==> src/rtl/pipe_valid_ctrl.sv <==
// Valid/allowin control for the 5-stage IF/ID/EX/MEM/WB pipeline.
// It derives the backpressure chain, the pipeline-register load enables and the fetch request gate.
// It counts outstanding fetches so that responses from a flushed path are dropped.
module pipe_valid_ctrl #(
    parameter int MAX_OUTSTANDING = 2
) (
    input  logic clk,
    input  logic resetn,
    input  logic inst_req_ready,
    output logic inst_req_valid,
    input  logic inst_resp_valid,
    input  logic id_write_en,
    input  logic ex_ready_go,
    input  logic mem_ready_go,
    input  logic if_flush,
    input  logic id_flush,
    input  logic ex_flush,
    input  logic mem_flush,
    output logic if_valid,
    output logic id_valid,
    output logic ex_valid,
    output logic mem_valid,
    output logic wb_valid,
    output logic if_load,
    output logic id_load,
    output logic ex_load,
    output logic mem_load,
    output logic wb_load,
    output logic resp_discard
);

    localparam int            CW      = $clog2(MAX_OUTSTANDING + 1);
    localparam logic [CW-1:0] MAX_CNT = CW'(MAX_OUTSTANDING);

    logic if_valid_q, id_valid_q, ex_valid_q, mem_valid_q, wb_valid_q;
    logic if_valid_d, id_valid_d, ex_valid_d, mem_valid_d, wb_valid_d;
    logic [CW-1:0] outstanding_q, outstanding_d;
    logic [CW-1:0] discard_q, discard_d;

    logic if_allowin, id_allowin, ex_allowin, mem_allowin;
    logic if_to_next, id_to_next, ex_to_next, mem_to_next;
    logic req_accept;

    // Backpressure ripples from WB (always accepting) back toward IF; flushes stay out of this path.
    assign mem_allowin = !mem_valid_q || mem_ready_go;
    assign ex_allowin  = !ex_valid_q  || (ex_ready_go && mem_allowin);
    assign id_allowin  = !id_valid_q  || (id_write_en && ex_allowin);
    assign if_allowin  = !if_valid_q  || id_allowin;

    // An ID stall hands nothing to EX, so EX takes in a bubble.
    assign if_to_next  = if_valid_q;
    assign id_to_next  = id_valid_q  && id_write_en;
    assign ex_to_next  = ex_valid_q  && ex_ready_go;
    assign mem_to_next = mem_valid_q && mem_ready_go;

    // A stage's own flush kills its incoming load; the upstream flush never gates it.
    assign id_load  = id_allowin  && if_to_next && !id_flush;
    assign ex_load  = ex_allowin  && id_to_next && !ex_flush;
    assign mem_load = mem_allowin && ex_to_next && !mem_flush;
    assign wb_load  = mem_to_next;

    assign resp_discard   = inst_resp_valid && (discard_q != '0);
    assign if_load        = inst_resp_valid && !resp_discard && if_allowin && !if_flush;
    assign inst_req_valid = (outstanding_q < MAX_CNT) && if_allowin && !if_flush && resetn;
    assign req_accept     = inst_req_valid && inst_req_ready;

    assign if_valid  = if_valid_q;
    assign id_valid  = id_valid_q;
    assign ex_valid  = ex_valid_q;
    assign mem_valid = mem_valid_q;
    assign wb_valid  = wb_valid_q;

    // Next-state: the flush wins, then an allowed stage takes its upstream handoff, otherwise it holds.
    always_comb begin
        if_valid_d = if_valid_q;
        if (if_flush)                       if_valid_d = 1'b0;
        else if (if_load)                   if_valid_d = 1'b1;
        else if (if_to_next && id_allowin)  if_valid_d = 1'b0;

        id_valid_d = id_valid_q;
        if (id_flush)        id_valid_d = 1'b0;
        else if (id_allowin) id_valid_d = if_to_next;

        ex_valid_d = ex_valid_q;
        if (ex_flush)        ex_valid_d = 1'b0;
        else if (ex_allowin) ex_valid_d = id_to_next;

        mem_valid_d = mem_valid_q;
        if (mem_flush)        mem_valid_d = 1'b0;
        else if (mem_allowin) mem_valid_d = ex_to_next;

        wb_valid_d = mem_to_next;

        // An accept and a response in the same cycle cancel each other out. The zero guard protects the counter from a stray response.
        outstanding_d = outstanding_q;
        if (req_accept && !inst_resp_valid)
            outstanding_d = outstanding_q + CW'(1);
        else if (!req_accept && inst_resp_valid && outstanding_q != '0)
            outstanding_d = outstanding_q - CW'(1);

        // A flush reloads the discard count rather than adding to it. The request gate is closed during a flush, so there is no accept to count.
        discard_d = discard_q;
        if (if_flush)
            discard_d = outstanding_q - CW'(inst_resp_valid);
        else if (resp_discard)
            discard_d = discard_q - CW'(1);
    end

    // State registers.
    always_ff @(posedge clk or negedge resetn) begin
        if (!resetn) begin
            if_valid_q    <= 1'b0;
            id_valid_q    <= 1'b0;
            ex_valid_q    <= 1'b0;
            mem_valid_q   <= 1'b0;
            wb_valid_q    <= 1'b0;
            outstanding_q <= '0;
            discard_q     <= '0;
        end else begin
            if_valid_q    <= if_valid_d;
            id_valid_q    <= id_valid_d;
            ex_valid_q    <= ex_valid_d;
            mem_valid_q   <= mem_valid_d;
            wb_valid_q    <= wb_valid_d;
            outstanding_q <= outstanding_d;
            discard_q     <= discard_d;
        end
    end

    // Every response must match an earlier accepted request.
    resp_has_req: assert property (@(posedge clk) disable iff (!resetn)
        inst_resp_valid |-> (outstanding_q != '0));

endmodule

==> config.mk <==
export PLATFORM = sky130hd
export DESIGN_NAME = pipe_valid_ctrl
export DESIGN_NICKNAME = d
export VERILOG_FILES = /design/src/rtl/pipe_valid_ctrl.sv
export SDC_FILE = /design/constraint.sdc
export NUM_CORES = 1
export LEC_CHECK = 0
export ABC_AREA = 0
export BUFFER_PORTS_ARGS = -buffer_cell sky130_fd_sc_hd__clkbuf_2
export CAP_MARGIN = 20
export CORE_AREA = 2 2 39 41
export DETAILED_ROUTE_END_ITERATION = 8
export DIE_AREA = 0 0 41 43
export GPL_ROUTABILITY_DRIVEN = 0
export MAX_ROUTING_LAYER = met4
export PLACE_DENSITY = 0.7
export SYNTH_ARGS = -nofsm -noshare
export SYNTH_HDL_FRONTEND = slang
export SYNTH_SLANG_ARGS = --single-unit
==> constraint.sdc <==
create_clock -name clk -period 2.5 [get_ports clk]
set_clock_uncertainty 0.2 [all_clocks]
set_input_delay 0.25 -clock clk [delete_from_list [all_inputs] [get_ports clk]]
set_output_delay 0.25 -clock clk [all_outputs]
set_load 0.01 [all_outputs]
==> impl_metrics.toml, run 1 <==
[critical_path]
cp-start-kind = "register"
regToRegEndpoint = "discard_q[1]$_DFFE_PN0P_"
critPathKind = "register to output pin"
crit_arrival_ns = 1.50
r2r_setup_slack_ns = 1.05
reg2reg_from = "discard_q[0]$_DFFE_PN0P_"
crit_fanout = 4
end_kind = "output pin"
required_ns = 2.05
reg2reg_depth = 6

[finish]
nNetsFinal = 102
num-fill-cells = 124
layout-drive-gt1-share = 0.330
instances_no_fill = 104
diodes = 0
area_growth_pct = 35.4

[grt]
antenna_found_initial = 0
globalRouteOverflowTotal = 0
track_usage = 0.138
grt_first_pass_wirelength_mm = 1.56
grt_pass1_vias = 407
grt_max_degree = 12

[place]
dp_hpwl_um = 826
placedCellCount = 96
port_buffers = 22
dp_slack_ns = 0.829

[timing]
setup_ws_ns = 0.552
hold_violations = 0
setup_viol = 0
fmax_mhz = 513
relSlewSlack = 0.830
slew_violations = 0
tns_ns = 0
rsz0062_at_grt = "no"
fin_crit_sh = 0.779
tightest_slew_ns = 0.255
period_needed_ns = 1.95

[routing]
drt_iter0_drc = 6
drc = 0
post_drt_wl_per_cell_um = 10.1
ant_nets = 0
num_vias = 508
dr.pass1.iters = 4
drt-total-wl_mm = 1.05
viasPerCell = 4.88

[clock_network]
ctsResizeCount = 0
cts_made_buffers = 3
clockRootBuffer = "clkbuf_4"
clk_path_buf_depth = 2
hold_buffers = 4
worstSkewPairLatency_ns = 0.26
post-cts-setup-buffers = 0
clk_pin_slew_ns = 0.06
clock_sinks = 9
cts_tree = "yes"
htree_levels = 1

[yosys]
ys_types = 26
yosysWarningCount = 0
ys_seq_elements = 9
syn_area_per_cell_um2 = 9.22
synthCells = 59
syn_area_um2 = 544
ys_seq_area_frac = 0.414
synthesis.nets = 72

[die]
coreArea_um2 = 1380
dieArea_um2 = 1760
die_w_um = 41
die_y_um = 43
boundaryPins = 23
start_util = 0.393
std_cell_rows = 14

[power_and_ir_drop]
clkPwrFrac = 0.309
combinationalPowerShare = 0.224
p_leak_nw = 0.375
switching_share = 0.279
switchingPower_mw = 0.0986
max-vdd-ir-drop_v = 0.000302
p_per_area_nw_per_um2 = 480
pwr-share-seq = 0.467
internal-power_mw = 0.255

[min_path]
min_path_cells = 2
holdPathEnd = "if_valid$_DFFE_PN0P_"
hold_start = "if_flush"
hold_class = "primary input to register"

[flow_run]
maxCapViolCount = 0

[status]
status = "complete, no violations"
[critical path: stages (launching register included)]
cell and delay [ns]:
dfrtp_1 0.39, nor2b_1 0.17, o2111ai_4 0.27, nand2b_4 0.09, nor3b_2 0.17, clkbuf_2 0.15
[synth_stat cells]
cell       instances  area share
dfrtp_1            9        0.41
a31oi_1            1       0.012
o21ai_0            1      0.0092
nand2_1            9       0.062
nor3_1             1      0.0092
nand3_1            1      0.0092
xor2_1             1       0.016
nor2_1             5       0.034
nor2b_1            1       0.012
xnor2_1            2       0.032
nor4_1             1       0.012
clkbuf_1           1      0.0069
inv_1              6       0.041
nor3b_2            1       0.023
a22oi_1            1       0.014
or2b_1             1       0.014
and2_1             1       0.012
ha_1               2       0.046
a21o_1             1       0.014
a211oi_1           2       0.028
nand2b_1           2       0.023
nand2b_4           1       0.025
a311oi_1           1       0.016
o31ai_2            1       0.023
a21oi_1            5       0.046
o2111ai_4          1       0.048
[per-stage QoR]
step	hold slack (ns)	total power [mW]	area, um^2	utilization
after floorplan	-0.246	0.215	544	-
after global placement	-0.0684	0.242	671	0.485
after detailed placement	-0.0676	0.243	671	0.485
after CTS	0.0441	0.361	737	0.533
after global routing	0.0582	0.381	737	0.533
final	0.0573	0.354	737	0.533
[worst max path at each step]
stage                           from             end  cells past startpoint
2_1_floorplan  mem_valid$_DFFE_PN0P_  inst_req_valid                      4
3_3_place_gp   mem_valid$_DFFE_PN0P_  inst_req_valid                      5
3_5_place_dp   mem_valid$_DFFE_PN0P_  inst_req_valid                      5
4_1_cts        mem_valid$_DFFE_PN0P_  inst_req_valid                      5
5_1_grt        mem_valid$_DFFE_PN0P_  inst_req_valid                      5
6_report       mem_valid$_DFFE_PN0P_  inst_req_valid                      5
[power groups by stage]
stage | registers (mW) | clock network, mW | logic (mW)
3_5_place_dp | 0.167 | 0 | 0.0754
6_report | 0.165 | 0.109 | 0.0792
3_3_place_gp | 0.167 | 0 | 0.0742
5_1_grt | 0.167 | 0.124 | 0.0909
4_1_cts | 0.165 | 0.116 | 0.0808
2_1_floorplan | 0.167 | 0 | 0.0481
[logic make-up after synthesis]
kind of cell               Yosys count  share of synthesized area
AOI/OAI and AO/OA                   14                      0.209
and+or+nand+nor                     24                      0.234
buffers and inverters                7                     0.0483
adders and majority gates            2                     0.0460
xor gates and xnor gates             3                     0.0483
DFF                                  9                      0.414
[cell usage in the layout, fill, tap and decap left out]
cell	count
inv_1	6
clkbuf_2	22
nand2b_4	1
a311oi_1	1
nor4_1	1
nor2b_1	1
xnor2_1	2
o21ai_0	1
or2b_1	1
ha_1	2
a21o_1	1
o2111ai_4	1
o31ai_2	1
a211oi_1	2
a31oi_1	1
dlygate4sd3_1	4
a22oi_1	1
nor2_1	5
and2_1	1
nor3_1	1
dfrtp_1	9
xor2_1	1
nand2b_1	2
a21oi_1	5
nor3b_2	1
clkbuf_1	1
nand3_1	1
nand2_1	9
clkbuf_4	3
[registers in the layout (all words and copies together), names as in the netlist]
register,count
mem_valid,1
discard_q,2
ex_valid,1
if_valid,1
wb_valid,1
outstanding_q,2
id_valid,1
[routing by layer]
metal | GRT usage | wire (um) | up-vias
li1 | - | - | 262
met1 | 0.164 | 486 | 221
met2 | 0.194 | 444 | 23
met3 | 0.0314 | 104 | 2
met4 | 0.100 | 19 | 0
met5 | - | 0 | -
[area by class of cell]
| class | instances | area (um^2) | area share |
|---|---|---|---|
| multi-input cells | 43 | 293 | 0.397 |
| flip-flops and latches | 9 | 225 | 0.306 |
| repair buffers | 26 | 150 | 0.204 |
| inverters | 6 | 22.5 | 0.0306 |
| clock buffers | 4 | 26.3 | 0.0357 |
| well taps | 16 | 20.0 | 0.0272 |
No activity file was read; power rests on OpenSTA's default activity.
==> run 2: changes to the inputs <==
--- a/config.mk
+++ b/config.mk
@@ -8,12 +8,11 @@
 export ABC_AREA = 0
 export BUFFER_PORTS_ARGS = -buffer_cell sky130_fd_sc_hd__clkbuf_2
 export CAP_MARGIN = 20
-export CORE_AREA = 2 2 39 41
+export CORE_UTILIZATION = 40
 export DETAILED_ROUTE_END_ITERATION = 8
-export DIE_AREA = 0 0 41 43
 export GPL_ROUTABILITY_DRIVEN = 0
 export MAX_ROUTING_LAYER = met4
-export PLACE_DENSITY = 0.7
+export PLACE_DENSITY = 0.71
 export SYNTH_ARGS = -nofsm -noshare
 export SYNTH_HDL_FRONTEND = slang
 export SYNTH_SLANG_ARGS = --single-unit
==> constraint.sdc (replaced) <==
create_clock -name clk -period 1.6 [get_ports clk]
set_clock_uncertainty 0.2 [all_clocks]
set_input_delay 0.16 -clock clk [delete_from_list [all_inputs] [get_ports clk]]
set_output_delay 0.16 -clock clk [all_outputs]
set_load 0.01 [all_outputs]
==> impl_metrics.toml, run 2 (same netlist as run 1, synthesis figures left out) <==
[status]
status = "complete, but fails checks"
violations = "hold timing, setup timing"

[routing]
viasPerCell = 5.03
drt_iter0_drc = 10
drt-total-wl_mm = 1.27
dr.pass1.iters = 4
drc = 0
post_drt_wl_per_cell_um = 11.5
num_vias = 558
ant_nets = 0

[critical_path]
crit_fanout = 4
crit_arrival_ns = 1.38
regToRegEndpoint = "discard_q[1]$_DFFE_PN0P_"
critPathKind = "register to output pin"
reg2reg_depth = 6
r2r_setup_slack_ns = 0.06
required_ns = 1.24
end_kind = "output pin"
cp-start-kind = "register"
reg2reg_from = "discard_q[0]$_DFFE_PN0P_"
worstSetupStartpoint = "mem_valid$_DFFE_PN0P_"

[finish]
final_util = 0.719
layout-drive-gt1-share = 0.443
diodes = 0
area_growth_pct = 56.8
design_area_um2 = 853
top_regs = "discard_q x2, outstanding_q x2"
num-fill-cells = 97
final_cell_mix = "18 x clkbuf_2, 9 x nand2_1, 9 x dfrtp_1"
nNetsFinal = 111
instances_no_fill = 111
final_common_cell = "clkbuf_2"

[die]
die_w_um = 38.9
start_util = 0.459
std_cell_rows = 12
coreArea_um2 = 1190
dieArea_um2 = 1510
boundaryPins = 23
die_y_um = 38.9

[timing]
slew_violations = 0
hold_violations = 1
tns_ns = -0.485
fmax_mhz = 574
tightest_slew_ns = 0.320
worst_hold_slack_ns = -0.000265
period_needed_ns = 1.74
rsz0062_at_grt = "yes"
fin_crit_sh = 1.09
relSlewSlack = 0.784
setup_ws_ns = -0.141
setup_viol = 4

[grt]
grt_pass1_vias = 486
antenna_found_initial = 0
grt_max_degree = 7
globalRouteOverflowTotal = 0
grt_first_pass_wirelength_mm = 1.90
track_usage = 0.205

[place]
placedCellCount = 97
dp_hpwl_um = 911
place_area_um2 = 691
dp_slack_ns = 0.0574
port_buffers = 22

[flow_run]
maxCapViolCount = 0

[clock_network]
clk_pin_slew_ns = 0.06
clock_sinks = 9
htree_levels = 1
clockRootBuffer = "clkbuf_4"
clk_path_buf_depth = 2
worstSkewPairLatency_ns = 0.26
cts_tree = "yes"
cts_made_buffers = 3

[min_path]
hold_start = "ex_ready_go"
holdPathEnd = "mem_valid$_DFFE_PN0P_"
hold_class = "primary input to register"
min_path_cells = 3

[power_and_ir_drop]
internal-power_mw = 0.425
p_leak_nw = 0.426
combinationalPowerShare = 0.280
p_total_mw = 0.598
switchingPower_mw = 0.173
clkPwrFrac = 0.290
switching_share = 0.289
max-vdd-ir-drop_v = 0.000724
p_per_area_nw_per_um2 = 701
pwr-share-seq = 0.430
## run 2: changes by cell type in the layout (fill, tap and decap cells not counted), sizes merged
| cell | before | now |
|---|---|---|
| buf | 0 | 11 |
| clkbuf | 26 | 22 |
| dlygate4sd3 | 4 | 6 |
## run 2: critical path, cell delays in order (launching register included)
cell and delay (ns):
dfrtp_1 0.39, nor2b_4 0.14, o2111ai_4 0.22, nand2b_4 0.09, nor3b_2 0.14, buf_2 0.14
## run 2: area by class of cell
cell class,count,area [um^2],area share
clock buffer,4,26.3,0.0308
inverter,6,22.5,0.0264
multi-input combinational,43,339,0.397
sequential,9,225,0.264
tap,14,17.5,0.0205
timing repair buffer,35,223,0.261
## run 2: worst max path at each step
| stage | end | slack, ns |
|---|---|---|
| 2_1_floorplan | inst_req_valid | 0.09 |
| 3_3_place_gp | inst_req_valid | 0.08 |
| 3_5_place_dp | inst_req_valid | 0.06 |
| 4_1_cts | id_load | -0.15 |
| 5_1_grt | inst_req_valid | -0.21 |
| 6_report | inst_req_valid | -0.14 |
## run 2: power by group through the flow
stage               logic, mW  registers, mW  clock network, mW
finish                  0.167          0.257              0.173
global route            0.183          0.259              0.191
CTS                     0.145          0.258              0.177
detailed placement      0.121          0.262                  0
global placement        0.119          0.262                  0
floorplan              0.0752          0.261                  0
## run 2: per-layer routing
layer,global-route usage,share of wire
met5,-,0
met2,0.338,0.49
met1,0.196,0.43
met3,0.0751,0.050
met4,0.147,0.031
## run 2: what timing repair did
item	4_1_cts	5_1_grt
buffers inserted	1	3
pin swaps	3	2
gates resized for setup	6	7
setup endpoints to repair	5	5
hold buffers	6	0
cloned	0	0
endpoints found under the hold margin	16	0
